File: src/rtl/m6809_reset_seq.sv
// Staged reset sequencer: holds all domains in reset, releases them one at a time,
// then supervises RUN with a watchdog that re-runs the sequence on expiry.
module m6809_reset_seq #(
    parameter int unsigned NUM_DOMAINS    = 2,
    parameter int unsigned HOLD_CYCLES    = 2,
    parameter int unsigned STAGGER_CYCLES = 4,
    parameter int unsigned TIMEOUT_CYCLES = 250,
    parameter int unsigned CNT_W          = 16
) (
    input  logic                   clk,
    input  logic                   reset_b,
    input  logic                   sw_reset_req,
    input  logic                   timeout_en,
    input  logic                   wdog_kick,
    output logic [NUM_DOMAINS-1:0] dom_reset_b,
    output logic                   seq_done,
    output logic                   timeout,
    output logic [7:0]             restart_cnt
);

    localparam int unsigned IDX_W = (NUM_DOMAINS > 1) ? $clog2(NUM_DOMAINS) : 1;

    localparam logic [CNT_W-1:0] HOLD_LAST    = CNT_W'(HOLD_CYCLES - 1);
    localparam logic [CNT_W-1:0] STAGGER_LAST = CNT_W'(STAGGER_CYCLES - 1);
    localparam logic [CNT_W-1:0] TIMEOUT_LAST = CNT_W'(TIMEOUT_CYCLES - 1);
    localparam logic [IDX_W-1:0] LAST_IDX     = IDX_W'(NUM_DOMAINS - 1);

    typedef enum logic [1:0] {
        S_RESET,
        S_HOLD,
        S_STAGGER,
        S_RUN
    } state_t;

    state_t           state;
    logic [CNT_W-1:0] phase_cnt;
    logic [CNT_W-1:0] wdog_cnt;
    logic [IDX_W-1:0] dom_idx;

    always_ff @(posedge clk) begin
        if (!reset_b) begin
            state       <= S_RESET;
            phase_cnt   <= '0;
            wdog_cnt    <= '0;
            dom_idx     <= '0;
            dom_reset_b <= '0;
            seq_done    <= 1'b0;
            timeout     <= 1'b0;
            restart_cnt <= '0;
        end else if (state == S_RESET) begin
            state       <= S_HOLD;
            phase_cnt   <= '0;
            wdog_cnt    <= '0;
            dom_idx     <= '0;
            dom_reset_b <= '0;
            seq_done    <= 1'b0;
        end else if (sw_reset_req) begin
            // Software restart leaves the sticky watchdog history untouched.
            state       <= S_HOLD;
            phase_cnt   <= '0;
            wdog_cnt    <= '0;
            dom_idx     <= '0;
            dom_reset_b <= '0;
            seq_done    <= 1'b0;
        end else begin
            case (state)
                S_HOLD: begin
                    if (phase_cnt == HOLD_LAST) begin
                        phase_cnt   <= '0;
                        dom_reset_b <= dom_reset_b | NUM_DOMAINS'(1);
                        if (NUM_DOMAINS == 1) begin
                            state    <= S_RUN;
                            seq_done <= 1'b1;
                        end else begin
                            state   <= S_STAGGER;
                            dom_idx <= IDX_W'(1);
                        end
                    end else begin
                        phase_cnt <= phase_cnt + CNT_W'(1);
                    end
                end

                S_STAGGER: begin
                    if (phase_cnt == STAGGER_LAST) begin
                        phase_cnt   <= '0;
                        dom_reset_b <= dom_reset_b | (NUM_DOMAINS'(1) << dom_idx);
                        if (dom_idx == LAST_IDX) begin
                            state    <= S_RUN;
                            seq_done <= 1'b1;
                        end else begin
                            dom_idx <= dom_idx + IDX_W'(1);
                        end
                    end else begin
                        phase_cnt <= phase_cnt + CNT_W'(1);
                    end
                end

                S_RUN: begin
                    if (wdog_kick || !timeout_en) begin
                        wdog_cnt <= '0;
                    end else if (wdog_cnt == TIMEOUT_LAST) begin
                        timeout     <= 1'b1;
                        restart_cnt <= (restart_cnt == 8'hFF) ? restart_cnt : restart_cnt + 8'd1;
                        state       <= S_HOLD;
                        phase_cnt   <= '0;
                        wdog_cnt    <= '0;
                        dom_idx     <= '0;
                        dom_reset_b <= '0;
                        seq_done    <= 1'b0;
                    end else begin
                        wdog_cnt <= wdog_cnt + CNT_W'(1);
                    end
                end

                default: state <= S_RESET;
            endcase
        end
    end

endmodule

File: config.mk
export PLATFORM = sky130hd
export DESIGN_NAME = m6809_reset_seq
export DESIGN_NICKNAME = d
export VERILOG_FILES = /design/src/rtl/m6809_reset_seq.sv
export SDC_FILE = /design/constraint.sdc
export NUM_CORES = 1
export LEC_CHECK = 0
export ABC_AREA = 1
export CORE_UTILIZATION = 25
export CTS_CLUSTER_SIZE = 20
export DETAILED_ROUTE_END_ITERATION = 10
export SLEW_MARGIN = 20
export SYNTH_ARGS = -nofsm -noshare
export SYNTH_HDL_FRONTEND = slang
export SYNTH_SLANG_ARGS = --single-unit
File: constraint.sdc
create_clock -name clk -period 4.9 [get_ports clk]
set_clock_uncertainty 0.15 [all_clocks]
set_input_delay 0.49 -clock clk [delete_from_list [all_inputs] [get_ports clk]]
set_output_delay 0.49 -clock clk [all_outputs]
set_load 0.01 [all_outputs]
==> impl_metrics.tcl <==
set metrics [dict create \
    die_area_sq_um 11960 \
    grt_pass1_vias 2644 \
    clock_latency_ps 290 \
    rsz0062_at_grt "false" \
    path_clk_slew_ps 70 \
    fp.dieW_microns 109.4 \
    powerDensity_nw_per_um2 242.5 \
    ant_nets 0 \
    dr.pass1.iters 4 \
    wl_microns 6606 \
    p_leak_nw 1.171 \
    critPathMaxStageDelay_ps 440 \
    initial_utilization_pct 26.12 \
    diodes 0 \
    slew_headroom_pct 42.78 \
    worstSetupStartpointType "flop" \
    final_area_sq_um 3323 \
    hold_depth 2 \
    hold_start "timeout$_SDFFE_PN0P_" \
    yosysUniqueCellTypes 29 \
    syn-num-nets 468 \
    yosys_warnings 0 \
    grt_overflow 0 \
    cts.path.max_buffers 2 \
    htree_levels 2 \
    syn_inst 451 \
    crit_type "flop to flop" \
    hold_end "timeout$_SDFFE_PN0P_" \
    crit_required_ps 4970 \
    num_io_pins 17 \
    r2r_cells 9 \
    root_buffer "clkbuf_16" \
    min_period_over_period_pct 56.46 \
    cp-end-kind "flop" \
    rows 38 \
    arrival_ps 2830 \
    synth_area_per_cell_sq_um 6.389 \
    vias_per_cell 4.621 \
    cts_resized 0 \
    r2r-end "phase_cnt[4]$_SDFFE_PP0P_" \
    cts_tree "done" \
    status "complete, no violations" \
    hold_viol 0 \
    syn_to_final_growth_pct 15.33 \
    crit_path_max_fanout 23 \
    placed_cell_area_sq_um 3172 \
    cts_setup_buffers 0 \
    final_nets 483 \
    grt_pass1_wl_microns 11670 \
    cts_num_sinks 47 \
    vias 2805 \
    cp_num_buf_inv 3 \
    grt.total_usage_pct 12.03 \
    cts-buffers-inserted 5 \
    cpMostUsedCell "inv_1" \
    cp_slowest_cell "inv_1" \
    drv_slew 0 \
    place.gp.congestion 0.8432 \
    cp_top_family "simple AND/OR/NAND/NOR gates" \
    cts_hold_buf 0 \
    hold_class "flop to flop" \
    antenna_found_initial 0 \
    reg2reg_setup_slack_ps 2130 \
    drive_gt1_share_pct 5.353 \
    fmax_ghz 0.3615 \
    post_drt_wl_per_cell_microns 10.88 \
    ys_seq_elements 47 \
    yosysSeqAreaShare_pct 32.65 \
    rr_startpoint "state[0]$_SDFFE_PN0P_" \
    worstMarginPinSlew_ps 857.4 \
    maxCapViolCount 0 \
    placement.io_buffers 16 \
    post-route-drc-count 0 \
    period_needed_ps 2767 \
    cp_num_cells 9 \
    crit_chain "inv_1 > ha_1 > nor2_1 > inv_1 > nor2_2 > inv_1 > a21oi_1 > nand2_1 > nor2_1" \
    tns_ps 0 \
    drtIter0Drc 164 \
    syn_area_sq_um 2882 \
    grt_start_max_net_pins 24 \
    fp.dieH_microns 109.4 \
    ir_worst_vdd_v 0.0001435 \
    dpl.hpwl_microns 4884 \
    setup_viol_count_final 0 \
    fp.coreArea_sq_um 11030 \
]
worst reg2reg max path: stages, from the launching register on:
cell and delay, ps:
dfxtp_1 410, inv_1 120, ha_1 240, nor2_1 270, inv_1 150, nor2_2 350
inv_1 440, a21oi_1 390, nand2_1 80, nor2_1 100
per-layer routing:
| layer | track usage, % | vias up | wire [microns] |
|---|---|---|---|
| met2 | 20.26 | 43 | 3035 |
| met1 | 15.60 | 1267 | 3279 |
| met5 | 0 | - | 0 |
| li1 | - | 1490 | - |
| met4 | 3.524 | 0 | 51 |
| met3 | 2.193 | 5 | 240 |
area by class of cell:
type,instances,area [sq um]
well taps,140,175.2
inverters,50,187.7
multi-input cells,346,1708
flip-flops and latches,47,940.9
fillers,1227,7707
clock inverters,1,8.758
clock buffers,7,142.6
repair buffers,16,160.2
stage by stage:
stage / power (mW) / cells / setup WS [ps] / util [%] / hold slack (ps)
floorplan: 0.4535 / 451 / 3007 / - / 303.9
global placement: 0.4675 / 599 / 2074 / 28.75 / 318.6
detailed placement: 0.4683 / 599 / 1980 / 28.75 / 311.9
CTS: 0.8203 / 607 / 2136 / 30.13 / 325.5
global route: 0.8425 / 607 / 1855 / 30.13 / 345.4
finish: 0.8060 / 607 / 2133 / 30.13 / 316.3
cell usage after synthesis:
cell type	number	area, sq um
nor4_1	1	6.260
xor2_1	7	61.31
nor2_4	1	11.26
o21ai_0	15	75.07
a21oi_1	52	260.3
nand2_2	7	43.79
inv_2	2	7.510
nor3_1	6	30.03
nand3b_1	2	15.01
o21ai_1	2	10.01
dfxtp_1	47	940.9
a211oi_1	1	7.510
nand4_1	10	62.56
o21ai_4	1	16.27
nand2_1	121	454.2
nor2_1	57	214.0
nand2_4	1	11.26
buf_4	1	7.510
nor2_2	5	31.28
buf_2	3	15.01
inv_1	46	172.7
o21bai_2	1	11.26
clkinv_1	2	7.510
ha_1	12	150.1
o22ai_1	1	6.260
nand3_1	39	195.2
xnor2_1	4	35.03
buf_6	1	11.26
clkbuf_1	3	11.26
kinds of logic (layout without fill, tap and decap cells):
| family | after synthesis | after routing | synth area share, % |
|---|---|---|---|
| simple gates | 250 | 250 | 37.30 |
| compound gates | 73 | 73 | 13.42 |
| buf+inv | 58 | 74 | 8.077 |
| flops | 47 | 47 | 32.65 |
| fa+ha+maj | 12 | 12 | 5.210 |
| xor+xnor | 11 | 11 | 3.343 |
cells in the final DEF (no fill, tap or decap):
master,instances
clkbuf_8,1
ha_1,12
nand3b_1,2
o21ai_0,15
inv_1,46
nand2_1,121
nor4_1,1
nand2_4,1
nor3_1,6
nand4_1,10
a211oi_1,1
xor2_1,7
a21oi_1,52
inv_2,2
nand2_2,7
dfxtp_1,47
clkinv_4,1
nor2_1,57
o21ai_1,2
o21bai_2,1
clkbuf_1,1
clkbuf_16,5
nor2_2,5
nor2_4,1
o21ai_4,1
o22ai_1,1
clkdlybuf4s50_1,16
clkinv_1,2
nand3_1,39
xnor2_1,4
report_power, final:
part	switching [mW]	internal [mW]
registers	0.00388	0.385
logic	0.0516	0.0197
clock network	0.142	0.204
total	0.197	0.609
sequential cells by signal, indices dropped and copies added, names as in the netlist:
signal / count
dom_idx: 1
dom_reset_b: 2
phase_cnt: 16
restart_cnt: 8
seq_done: 1
state: 2
timeout: 1
wdog_cnt: 16
worst max-delay path by stage:
stage | slack [ps] | end | startpoint
final | 2130 | phase_cnt[4]$_SDFFE_PP0P_ | state[0]$_SDFFE_PN0P_
after global routing | 1850 | phase_cnt[7]$_SDFFE_PP0P_ | state[0]$_SDFFE_PN0P_
after CTS | 2140 | phase_cnt[4]$_SDFFE_PP0P_ | state[0]$_SDFFE_PN0P_
after detailed placement | 1980 | phase_cnt[2]$_SDFFE_PP0P_ | reset_b
after global placement | 2070 | phase_cnt[2]$_SDFFE_PP0P_ | reset_b
after floorplan | 3010 | wdog_cnt[11]$_SDFFE_PP0P_ | state[0]$_SDFFE_PN0P_
Note: power is estimated with default switching activity, not from simulation.
